File: config.mk
export PLATFORM = sky130hd
export DESIGN_NAME = note_player_flat
export DESIGN_NICKNAME = d
export VERILOG_FILES = /design/src/rtl/note_player_pkg.sv /design/src/rtl/note_player_if.sv /design/src/rtl/note_player_phase_accum.sv /design/src/rtl/note_player.sv /design/src/flat_wrapper.sv
export SDC_FILE = /design/constraint.sdc
export NUM_CORES = 1
export LEC_CHECK = 0
export BUFFER_PORTS_ARGS = -buffer_cell sky130_fd_sc_hd__buf_2
export CAP_MARGIN = 5
export CORE_ASPECT_RATIO = 1.2
export CORE_UTILIZATION = 58
export CTS_CLUSTER_DIAMETER = 40
export DETAILED_ROUTE_END_ITERATION = 8
export PLACE_DENSITY = 0.91
export SLEW_MARGIN = 20
export SYNTH_ARGS = -nofsm -noshare
export SYNTH_HDL_FRONTEND = slang
export SYNTH_HIERARCHICAL = 1
export SYNTH_SLANG_ARGS = --single-unit
File: constraint.sdc
create_clock -name clk -period 3.2 [get_ports clk]
set_input_delay 0.16 -clock clk [delete_from_list [all_inputs] [get_ports clk]]
set_output_delay 0.16 -clock clk [all_outputs]
set_load 0.005 [all_outputs]
File: src/rtl/note_player_pkg.sv
// Shared widths, square amplitude and FSM state encoding for the note player.
// Optional square-wave output is enabled by defining NOTE_PLAYER_SQUARE_EN.
package note_player_pkg;
    localparam int NOTE_W      = 6;
    localparam int DUR_W       = 6;
    localparam int STEP_INT_W  = 10;
    localparam int STEP_FRAC_W = 10;
    localparam int STEP_W      = STEP_INT_W + STEP_FRAC_W;
    localparam int PHASE_W     = 23;
    localparam int PHASE_INT_W = PHASE_W - STEP_FRAC_W;

    localparam logic signed [15:0] SQ_AMP = 16'sd8192;

    typedef enum logic [1:0] {
        ST_IDLE  = 2'd0,
        ST_FETCH = 2'd1,
        ST_LATCH = 2'd2,
        ST_PLAY  = 2'd3
    } state_t;
endpackage

File: src/rtl/note_player_if.sv
// Sequencer-facing note request / completion and sample-output bundle.
// Handshake: a load_new_note pulse is accepted only while busy is low; busy acts as
// the inverse of ready and stays high until the done_with_note pulse.
interface note_player_if;
    logic [note_player_pkg::NOTE_W-1:0]      note;
    logic [note_player_pkg::DUR_W-1:0]       duration;
    logic                                    load_new_note;
    logic                                    busy;
    logic                                    done_with_note;
    logic                                    sample_valid;
    logic [note_player_pkg::PHASE_INT_W-1:0] sample_phase;

    modport master (
        output note, duration, load_new_note,
        input  busy, done_with_note, sample_valid, sample_phase
    );

    modport slave (
        input  note, duration, load_new_note,
        output busy, done_with_note, sample_valid, sample_phase
    );
endinterface

File: src/rtl/note_player_phase_accum.sv
// Phase step register plus wrapping phase accumulator (13 integer + 10 fraction bits).
// With NOTE_PLAYER_SQUARE_EN it also reports whether the latched step is a rest.
module note_player_phase_accum
    import note_player_pkg::*;
(
    input  logic               clk,
    input  logic               rst_n,
    input  logic               load_step,
    input  logic [STEP_W-1:0]  step_in,
    input  logic               clear,
    input  logic               advance,
`ifdef NOTE_PLAYER_SQUARE_EN
    output logic               step_zero,
`endif
    output logic [PHASE_W-1:0] phase_next
);
    logic [STEP_W-1:0]  step;
    logic [PHASE_W-1:0] phase;

    // Wrap modulo 2^23 falls out of the fixed accumulator width.
    assign phase_next = phase + {{(PHASE_W-STEP_W){1'b0}}, step};

`ifdef NOTE_PLAYER_SQUARE_EN
    assign step_zero = (step == '0);
`endif

    always_ff @(posedge clk or negedge rst_n) begin
        if (!rst_n) begin
            step  <= '0;
            phase <= '0;
        end else begin
            if (load_step) step <= step_in;
            if (clear)        phase <= '0;
            else if (advance) phase <= phase_next;
        end
    end
endmodule

File: src/rtl/note_player.sv
// Fetches a note's phase step from the frequency ROM, then advances the phase per
// sample strobe and counts beats until the note ends. NOTE_PLAYER_SQUARE_EN adds square_out.
module note_player
    import note_player_pkg::*;
(
    input  logic                     clk,
    input  logic                     rst_n,
    input  logic                     play_enable,
    input  logic                     beat,
    input  logic                     generate_next_sample,
    output logic [NOTE_W-1:0]        rom_addr,
    input  logic [STEP_W-1:0]        rom_data,
    note_player_if.slave             pif,
`ifdef NOTE_PLAYER_SQUARE_EN
    output logic signed [15:0]       square_out,
`endif
    output state_t                   dbg_state
);
    localparam logic [DUR_W-1:0] DUR_ONE = DUR_W'(1);

    state_t             state;
    logic [DUR_W-1:0]   dur_reg;
    logic [DUR_W-1:0]   remaining;
    logic [PHASE_W-1:0] phase_next;
    logic               in_latch;
    logic               advance;

    assign dbg_state = state;
    assign in_latch  = (state == ST_LATCH);
    // A note with zero beats left ends without taking its sample.
    assign advance   = (state == ST_PLAY) && play_enable && (remaining != '0) && generate_next_sample;

`ifdef NOTE_PLAYER_SQUARE_EN
    logic step_zero;
`endif

    note_player_phase_accum u_accum (
        .clk        (clk),
        .rst_n      (rst_n),
        .load_step  (in_latch),
        .step_in    (rom_data),
        .clear      (in_latch),
        .advance    (advance),
`ifdef NOTE_PLAYER_SQUARE_EN
        .step_zero  (step_zero),
`endif
        .phase_next (phase_next)
    );

    always_ff @(posedge clk or negedge rst_n) begin
        if (!rst_n) begin
            state              <= ST_IDLE;
            rom_addr           <= '0;
            dur_reg            <= '0;
            remaining          <= '0;
            pif.busy           <= 1'b0;
            pif.done_with_note <= 1'b0;
            pif.sample_valid   <= 1'b0;
            pif.sample_phase   <= '0;
        end else begin
            pif.done_with_note <= 1'b0;
            pif.sample_valid   <= 1'b0;
            case (state)
                ST_IDLE: begin
                    if (pif.load_new_note) begin
                        rom_addr <= pif.note;
                        dur_reg  <= pif.duration;
                        pif.busy <= 1'b1;
                        state    <= ST_FETCH;
                    end
                end
                ST_FETCH: state <= ST_LATCH;
                ST_LATCH: begin
                    remaining <= dur_reg;
                    state     <= ST_PLAY;
                end
                ST_PLAY: begin
                    if (play_enable) begin
                        if (remaining == '0) begin
                            pif.done_with_note <= 1'b1;
                            pif.busy           <= 1'b0;
                            state              <= ST_IDLE;
                        end else begin
                            if (generate_next_sample) begin
                                pif.sample_valid <= 1'b1;
                                pif.sample_phase <= phase_next[PHASE_W-1 -: PHASE_INT_W];
                            end
                            if (beat) begin
                                remaining <= remaining - DUR_ONE;
                                if (remaining == DUR_ONE) begin
                                    pif.done_with_note <= 1'b1;
                                    pif.busy           <= 1'b0;
                                    state              <= ST_IDLE;
                                end
                            end
                        end
                    end
                end
                default: state <= ST_IDLE;
            endcase
        end
    end

`ifdef NOTE_PLAYER_SQUARE_EN
    // Value travels with its sample_valid pulse, then returns to 0 once out of PLAY.
    always_ff @(posedge clk or negedge rst_n) begin
        if (!rst_n) begin
            square_out <= '0;
        end else if (advance) begin
            if (step_zero)                 square_out <= '0;
            else if (phase_next[PHASE_W-1]) square_out <= -SQ_AMP;
            else                           square_out <= SQ_AMP;
        end else if (state != ST_PLAY) begin
            square_out <= '0;
        end
    end
`endif
endmodule
File: src/flat_wrapper.sv
// flat-port wrapper written by rule: the top's interface ports become plain ports
module note_player_flat import note_player_pkg::*;
  (clk, rst_n, play_enable, beat, generate_next_sample, rom_addr, rom_data, dbg_state, pif_note, pif_duration, pif_load_new_note, pif_busy, pif_done_with_note, pif_sample_valid, pif_sample_phase);
  note_player_if pif_i ();
  input  logic clk;
  input  logic rst_n;
  input  logic play_enable;
  input  logic beat;
  input  logic generate_next_sample;
  output logic [NOTE_W-1:0] rom_addr;
  input  logic [STEP_W-1:0] rom_data;
  output state_t dbg_state;
  input wire logic [$bits(pif_i.note)-1:0] pif_note;
  input wire logic [$bits(pif_i.duration)-1:0] pif_duration;
  input wire logic [$bits(pif_i.load_new_note)-1:0] pif_load_new_note;
  output wire logic [$bits(pif_i.busy)-1:0] pif_busy;
  output wire logic [$bits(pif_i.done_with_note)-1:0] pif_done_with_note;
  output wire logic [$bits(pif_i.sample_valid)-1:0] pif_sample_valid;
  output wire logic [$bits(pif_i.sample_phase)-1:0] pif_sample_phase;
  assign pif_i.note = pif_note;
  assign pif_i.duration = pif_duration;
  assign pif_i.load_new_note = pif_load_new_note;
  assign pif_busy = pif_i.busy;
  assign pif_done_with_note = pif_i.done_with_note;
  assign pif_sample_valid = pif_i.sample_valid;
  assign pif_sample_phase = pif_i.sample_phase;
  note_player u_core (.clk(clk), .rst_n(rst_n), .play_enable(play_enable), .beat(beat), .generate_next_sample(generate_next_sample), .rom_addr(rom_addr), .rom_data(rom_data), .pif(pif_i), .dbg_state(dbg_state));
endmodule
==> results_dict.tcl, run 1 <==
set metrics [dict create \
    status "complete, no violations" \
    routed_wl_um 9220 \
    drt-vias-per-instance 5.98 \
    min_path_type "in2reg" \
    final_antenna_net_count 0 \
    setup_violations 0 \
    timing.slew.headroom 0.349 \
    io_buffers 61 \
    path_cells "ha_1 > fa_1 > a21oi_2 > o211ai_2 > a21oi_2 > o21bai_1 > a31oi_1 > nand2_1 > xor2_1 > mux2_2" \
    crit_path_frequent_cell "a21oi_2" \
    numCtsBuffers 9 \
    synth_top_area_frac 0.448 \
    synth.ff_latch_count 79 \
    hpwl_um 6590 \
    critPathRequiredTime_ns 3.45 \
    syn_inst 410 \
    cp_slowest_cell "fa_1" \
    fp.dieH_um 97.6 \
    gp_congestion 0.917 \
    dpl-instance-area_um2 4810 \
    synth_nets 476 \
    p_int_mw 3.01 \
    hold_violations 0 \
    grt_pass1_wl_um 15500 \
    grtUsageTotal 0.252 \
    syn-cell-area_um2 4420 \
    irDropWorstVdd_mv 0.548 \
    holdBufCountCts 1 \
    final_area_um2 4990 \
    clock-sinks 79 \
    synth_edf_count 0 \
    cp-end-kind "flop" \
    fmax_ghz 0.362 \
    report.final.slew_viol_count 0 \
    fin_nets 537 \
    antenna_found_initial 0 \
    top_regs "u_core/u_accum/phase (23), u_core/u_accum/step (20), u_core/pif.sample_phase (13)" \
    finalCritPeriodShare 0.862 \
    die_area_um2 7970 \
    swShare 0.423 \
    start_kind "flop" \
    fin_skew_ns 0.0100 \
    synth_most_common_cell "dfrtp_1" \
    grt_max_degree 80 \
    ctsRootBufferMaster "clkbuf_8" \
    fin_setup_tns_ns 0 \
    maxCapViolations 0 \
    yosysWarnings 6 \
    clk_path_buf_depth 2 \
    clk_pin_slew_ns 0.08 \
    largest_reg_flops 23 \
    coreArea_um2 7320 \
    clkPwrFrac 0.125 \
    dp.cells 549 \
    diodes 0 \
    synth.top_cells.by_count "dfrtp_1, mux2_2, nor2_1" \
    clk_latency_ns 0.36 \
    synth_area_leader_cell "dfrtp_1" \
    cts_tree "done" \
    synth-async-reset-ratio 1.00 \
    power.density_nw_per_um2 1040 \
    fin_cells 566 \
    htree_num_levels 3 \
    netlist_top_cells_area "dfrtp_1, mux2_2, ha_1, mux2i_1, xnor2_1" \
    largest_register "u_core/u_accum/phase" \
    path_delay_family "compound AO/OA/AOI/OAI gates" \
    start_util 0.604 \
    grt-ovfl-total 0 \
    period_needed_ns 2.76 \
    seq_power_share 0.335 \
    rsz0062_at_grt "false" \
    holdWs_ns 0.0242 \
    cts_setup_buffers 0 \
    io-pin-count 62 \
    cpPeakStageDelay_ns 0.43 \
    arrival_ns 3.01 \
    crit_buf_inv 0 \
    ys_seq_area_frac 0.448 \
    tightest_slew_ns 0.976 \
    vias 3385 \
    die_width_um 81.7 \
    grt_pass1_vias 3496 \
    drcViolationCount 0 \
    yosysUniqueCellTypes 53 \
    leakage_nw 2.38 \
    ys.flop_type "dfrtp_1" \
    wl_per_cell_um 16.3 \
    drive_gt1_frac 0.284 \
    synth_area_per_cell_um2 10.8 \
    dr.first_iter.drc_count 272 \
    dr.pass1.iters 5 \
    ctsResizeCount 0 \
    area_growth_pct 12.9 \
    crit_fanout 4 \
    nFillCells 552 \
    critPathKind "reg2reg" \
    rows 34 \
    combPwrFrac 0.540 \
    power_switching_mw 2.20 \
]
per-stage QoR:
step | total power, mW | setup WS (ns) | utilization
finish | 5.21 | 0.440 | 0.682
global route | 5.62 | 0.277 | 0.682
CTS | 5.20 | 0.468 | 0.682
detailed placement | 4.52 | 0.487 | 0.658
global placement | 4.34 | 0.615 | 0.658
floorplan | 3.82 | 0.727 | -
final timing paths:
kind | start | endpoint | slack [ns] | cells past startpoint
setup / recovery | u_core/u_accum/phase[0]$_DFFE_PN0P_ | u_core/pif.sample_phase[6]$_DFFE_PN0P_ | 0.44 | 10
hold / removal | pif_duration[1] | u_core/dur_reg[1]$_DFFE_PN0P_ | 0.02 | 2
setup reg to reg | u_core/u_accum/phase[0]$_DFFE_PN0P_ | u_core/pif.sample_phase[6]$_DFFE_PN0P_ | 0.44 | 10
hold reg to reg | u_core/rom_addr[5]$_DFFE_PN0P_ | u_core/rom_addr[5]$_DFFE_PN0P_ | 0.51 | 1
max in group asynchronous | rst_n | u_core/u_accum/step[2]$_DFFE_PN0P_ | 2.06 | 2
min in group asynchronous | rst_n | u_core/u_accum/step[7]$_DFFE_PN0P_ | 0.49 | 2
routing by layer:
| metal | GRT usage | up-vias | part of all wire |
|---|---|---|---|
| li1 | - | 1586 | - |
| met1 | 0.306 | 1648 | 0.41 |
| met2 | 0.428 | 134 | 0.52 |
| met3 | 0.0582 | 17 | 0.055 |
| met4 | 0.0931 | 0 | 0.014 |
| met5 | 0 | - | 0 |
logic make-up (layout without fill, tap and decap cells):
group,after synthesis,in the layout,synth area share
AOI/OAI and AO/OA,86,86,0.129
xor gates and xnor gates,23,23,0.0456
adders and majority gates,28,28,0.0810
buffers and inverters,31,97,0.0292
DFF,79,79,0.448
muxes,62,62,0.154
and+or+nand+nor,101,101,0.114
worst reg2reg max path: cells and delay by family (launching register included):
family / cells / cell delay [ns]
adders and majority gates: 2 / 0.66
and+or+nand+nor: 1 / 0.12
xor gates and xnor gates: 1 / 0.16
muxes: 1 / 0.27
AOI/OAI and AO/OA: 5 / 1.06
DFF: 1 / 0.40
cells in the final DEF, fill, tap and decap left out, drive strengths merged, types with 15 or more instances in the layout:
master and n:
nand2 27, buf 66, mux2 47, xnor2 15
a21oi 30, mux2i 15, nor2 34, o21ai 17
ha 27, dfrtp 79
final cells by class:
class	count	area (um^2)	area share
Multi-Input combinational cell	300	2320	0.466
Tap cell	90	113	0.0226
Sequential cell	79	1980	0.396
Clock buffer	11	131	0.0263
Inverter	14	52.6	0.0105
Clock inverter	5	35.0	0.00702
Timing Repair Buffer	67	355	0.0712
power groups by stage:
| stage | registers (mW) | logic (mW) | clock network [mW] |
|---|---|---|---|
| finish | 1.75 | 2.81 | 0.651 |
| global route | 1.81 | 3.10 | 0.708 |
| CTS | 1.75 | 2.79 | 0.667 |
| detailed placement | 1.77 | 2.75 | 0 |
| global placement | 1.73 | 2.61 | 0 |
| floorplan | 1.69 | 2.13 | 0 |
(Power assumes the default switching activity.)
==> run 2, diff against run 1 <==
--- a/config.mk
+++ b/config.mk
@@ -6,13 +6,13 @@
 export NUM_CORES = 1
 export LEC_CHECK = 0
 export BUFFER_PORTS_ARGS = -buffer_cell sky130_fd_sc_hd__buf_2
-export CAP_MARGIN = 5
+export CAP_MARGIN = 20
 export CORE_ASPECT_RATIO = 1.2
-export CORE_UTILIZATION = 58
+export CORE_UTILIZATION = 52
 export CTS_CLUSTER_DIAMETER = 40
 export DETAILED_ROUTE_END_ITERATION = 8
-export PLACE_DENSITY = 0.91
-export SLEW_MARGIN = 20
+export PLACE_DENSITY = 0.86
+export SLEW_MARGIN = 30
 export SYNTH_ARGS = -nofsm -noshare
 export SYNTH_HDL_FRONTEND = slang
 export SYNTH_HIERARCHICAL = 1
==> constraint.sdc (replaced) <==
create_clock -name clk -period 2.3 [get_ports clk]
set_input_delay 0.115 -clock clk [delete_from_list [all_inputs] [get_ports clk]]
set_output_delay 0.115 -clock clk [all_outputs]
set_load 0.005 [all_outputs]
==> run 2 against run 1 <==
Against the previous run: the run now ends with setup timing left; worst hold slack got worse by 0.0036 ns; sequential cell count unchanged; clock-buffer cell count increased by 2; fmax increased by 13%; non-clock buffer count increased by 77; clock power increased by 92%; design area increased by 23%; utilization increased by 6.7 points; first-iteration DRC count decreased by 52%; sequential share of layout area decreased by 7.4 points; largest power group unchanged.
==> results_dict.tcl, run 2 (synthesized netlist as in run 1, its figures left out) <==
set metrics [dict create \
    die_area_um2 8870 \
    grt_pass1_vias 3779 \
    fin_skew_ns 0.00847 \
    drcViolationCount 0 \
    antenna_found_initial 0 \
    hpwl_um 6990 \
    rows 36 \
    busiest_layer "met2" \
    cp-end-kind "flop" \
    critPathKind "reg2reg" \
    cts_tree "done" \
    irDropWorstVdd_mv 0.747 \
    largest_reg_flops 23 \
    grt_pass1_wl_um 17100 \
    grt-ovfl-total 0 \
    swShare 0.399 \
    grtUsageMet1 0.276 \
    fin_setup_tns_ns -0.879 \
    gp_congestion 0.889 \
    start_util 0.539 \
    combPwrFrac 0.591 \
    power_switching_mw 3.66 \
    critPathRequiredTime_ns 2.55 \
    clock-sinks 79 \
    clk_path_buf_depth 2 \
    top_regs "u_core/u_accum/phase (23), u_core/u_accum/step (20), u_core/pif.sample_phase (13)" \
    fin_nets 614 \
    min_path_type "in2reg" \
    clk_latency_ns 0.36 \
    htree_num_levels 3 \
    largest_register "u_core/u_accum/phase" \
    setup_violations 13 \
    vias 3739 \
    wl_per_cell_um 16.5 \
    grt_util_met2 0.451 \
    holdWs_ns 0.0205 \
    grt_max_degree 46 \
    p_int_mw 5.51 \
    tightest_slew_ns 0.764 \
    diodes 0 \
    io-pin-count 62 \
    status "finished with violations" \
    fmax_ghz 0.409 \
    cpPeakStageDelay_ns 0.43 \
    hold_violations 0 \
    crit_path_frequent_cell "a21oi_4" \
    report.final.slew_viol_count 0 \
    grtUsageMet3 0.0705 \
    grtUsageTotal 0.251 \
    die_width_um 86.1 \
    fp.dieH_um 103 \
    area_growth_pct 39.0 \
    crit_fanout 4 \
    ctsRootBufferMaster "clkbuf_8" \
    layout_commonest_cell "dfrtp_1" \
    period_needed_ns 2.45 \
    utilization 0.749 \
    io_buffers 61 \
    rsz0062_at_grt "true" \
    seq_power_share 0.273 \
    final_antenna_net_count 0 \
    power.density_nw_per_um2 1490 \
    path_cells "ha_4 > fa_2 > a21oi_4 > o211ai_4 > a21oi_4 > or4_4 > a31o_4 > a21oi_2 > xor2_1 > mux2_4" \
    failed_checks "setup timing" \
    drive_gt1_frac 0.405 \
    finalCritPeriodShare 1.06 \
    routed_wl_um 11000 \
    maxCapViolations 0 \
    dr.first_iter.drc_count 130 \
    clkPwrFrac 0.136 \
    coreArea_um2 8200 \
    cp_slowest_cell "or4_4" \
    start_kind "flop" \
    most-common-layout-cells "dfrtp_1, buf_2, buf_4, mux2_2, nor2_1" \
    clk_pin_slew_ns 0.07 \
    leakage_nw 2.84 \
    dr.pass1.iters 4 \
    timing.slew.headroom 0.488 \
    numCtsBuffers 9 \
    fin_ws_ns -0.147 \
    arrival_ns 2.69 \
    drt-vias-per-instance 5.61 \
]
==> run 2: changes by cell type in the layout (fill, tap and decap cells not counted), moves of 4 or more <==
cell and delta:
mux2_4 +6, xnor2_1 -4, ha_4 +8, a21oi_1 -7, o21ai_1 -4, buf_6 +4, mux2_2 -5, ha_1 -9
a21oi_4 +4, buf_4 +41, dlygate4sd3_1 +31
==> run 2: path summary, 6_finish.rpt <==
check | startpoint | to | slack [ns] | depth (start not counted)
setup / recovery | u_core/u_accum/phase[0]$_DFFE_PN0P_ | u_core/pif.sample_phase[12]$_DFFE_PN0P_ | -0.15 | 10
hold / removal | rom_data[0] | u_core/u_accum/step[0]$_DFFE_PN0P_ | 0.02 | 2
setup reg to reg | u_core/u_accum/phase[0]$_DFFE_PN0P_ | u_core/pif.sample_phase[12]$_DFFE_PN0P_ | -0.15 | 10
hold reg to reg | u_core/dur_reg[0]$_DFFE_PN0P_ | u_core/dur_reg[0]$_DFFE_PN0P_ | 0.51 | 1
max in group asynchronous | rst_n | u_core/remaining[0]$_DFFE_PN0P_ | 1.45 | 3
min in group asynchronous | rst_n | u_core/u_accum/step[19]$_DFFE_PN0P_ | 0.25 | 2
==> run 2: power groups by stage <==
stage | Clock (mW) | Sequential, mW | Combinational (mW)
6_report | 1.25 | 2.50 | 5.42
5_1_grt | 1.34 | 2.57 | 5.86
4_1_cts | 1.27 | 2.47 | 4.82
3_5_place_dp | 0 | 2.47 | 4.39
3_3_place_gp | 0 | 2.43 | 4.25
2_1_floorplan | 0 | 2.37 | 3.06
==> run 2: per-layer routing <==
metal | up-vias | routed length [um] | share of wire
li1 | 1741 | - | -
met1 | 1850 | 4350 | 0.40
met2 | 114 | 5770 | 0.53
met3 | 34 | 466 | 0.042
met4 | 0 | 393 | 0.036
met5 | - | 0 | 0
==> run 2: cell type report <==
type | instances | area (um^2)
Clock inverter | 3 | 90.1
Tap cell | 114 | 143
Multi-Input combinational cell | 300 | 2690
Timing Repair Buffer | 144 | 1040
Fill cell | 540 | 2060
Inverter | 14 | 52.6
Sequential cell | 79 | 1980
Clock buffer | 13 | 149
==> run 2: stage by stage <==
step	total power, mW	setup WS (ns)	instance area [um^2]	cells
global placement	6.68	-0.115	5140	605
finish	9.17	-0.147	6140	667
global route	9.76	-0.238	6140	667
floorplan	5.43	-0.0201	4470	410
detailed placement	6.86	-0.208	5140	605
CTS	8.56	-0.153	5910	661
==> run 2: critical path, delay by kind of cell, from the launching register on <==
family | cells | cell delay, ns
AOI/OAI and AO/OA | 5 | 0.78
and+or+nand+nor | 1 | 0.43
DFF | 1 | 0.40
adders and majority gates | 2 | 0.38
muxes | 1 | 0.25
xor gates and xnor gates | 1 | 0.08
==> run 2: repair_timing <==
item / 4_1_cts / 5_1_grt
buffers inserted: 9 / 5
pin swaps: 16 / 12
hold endpoints to repair: 64 / 1
cloned: 0 / 0
gates resized for setup: 27 / 31
endpoints found under the setup margin: 16 / 24
hold buffers: 31 / 1
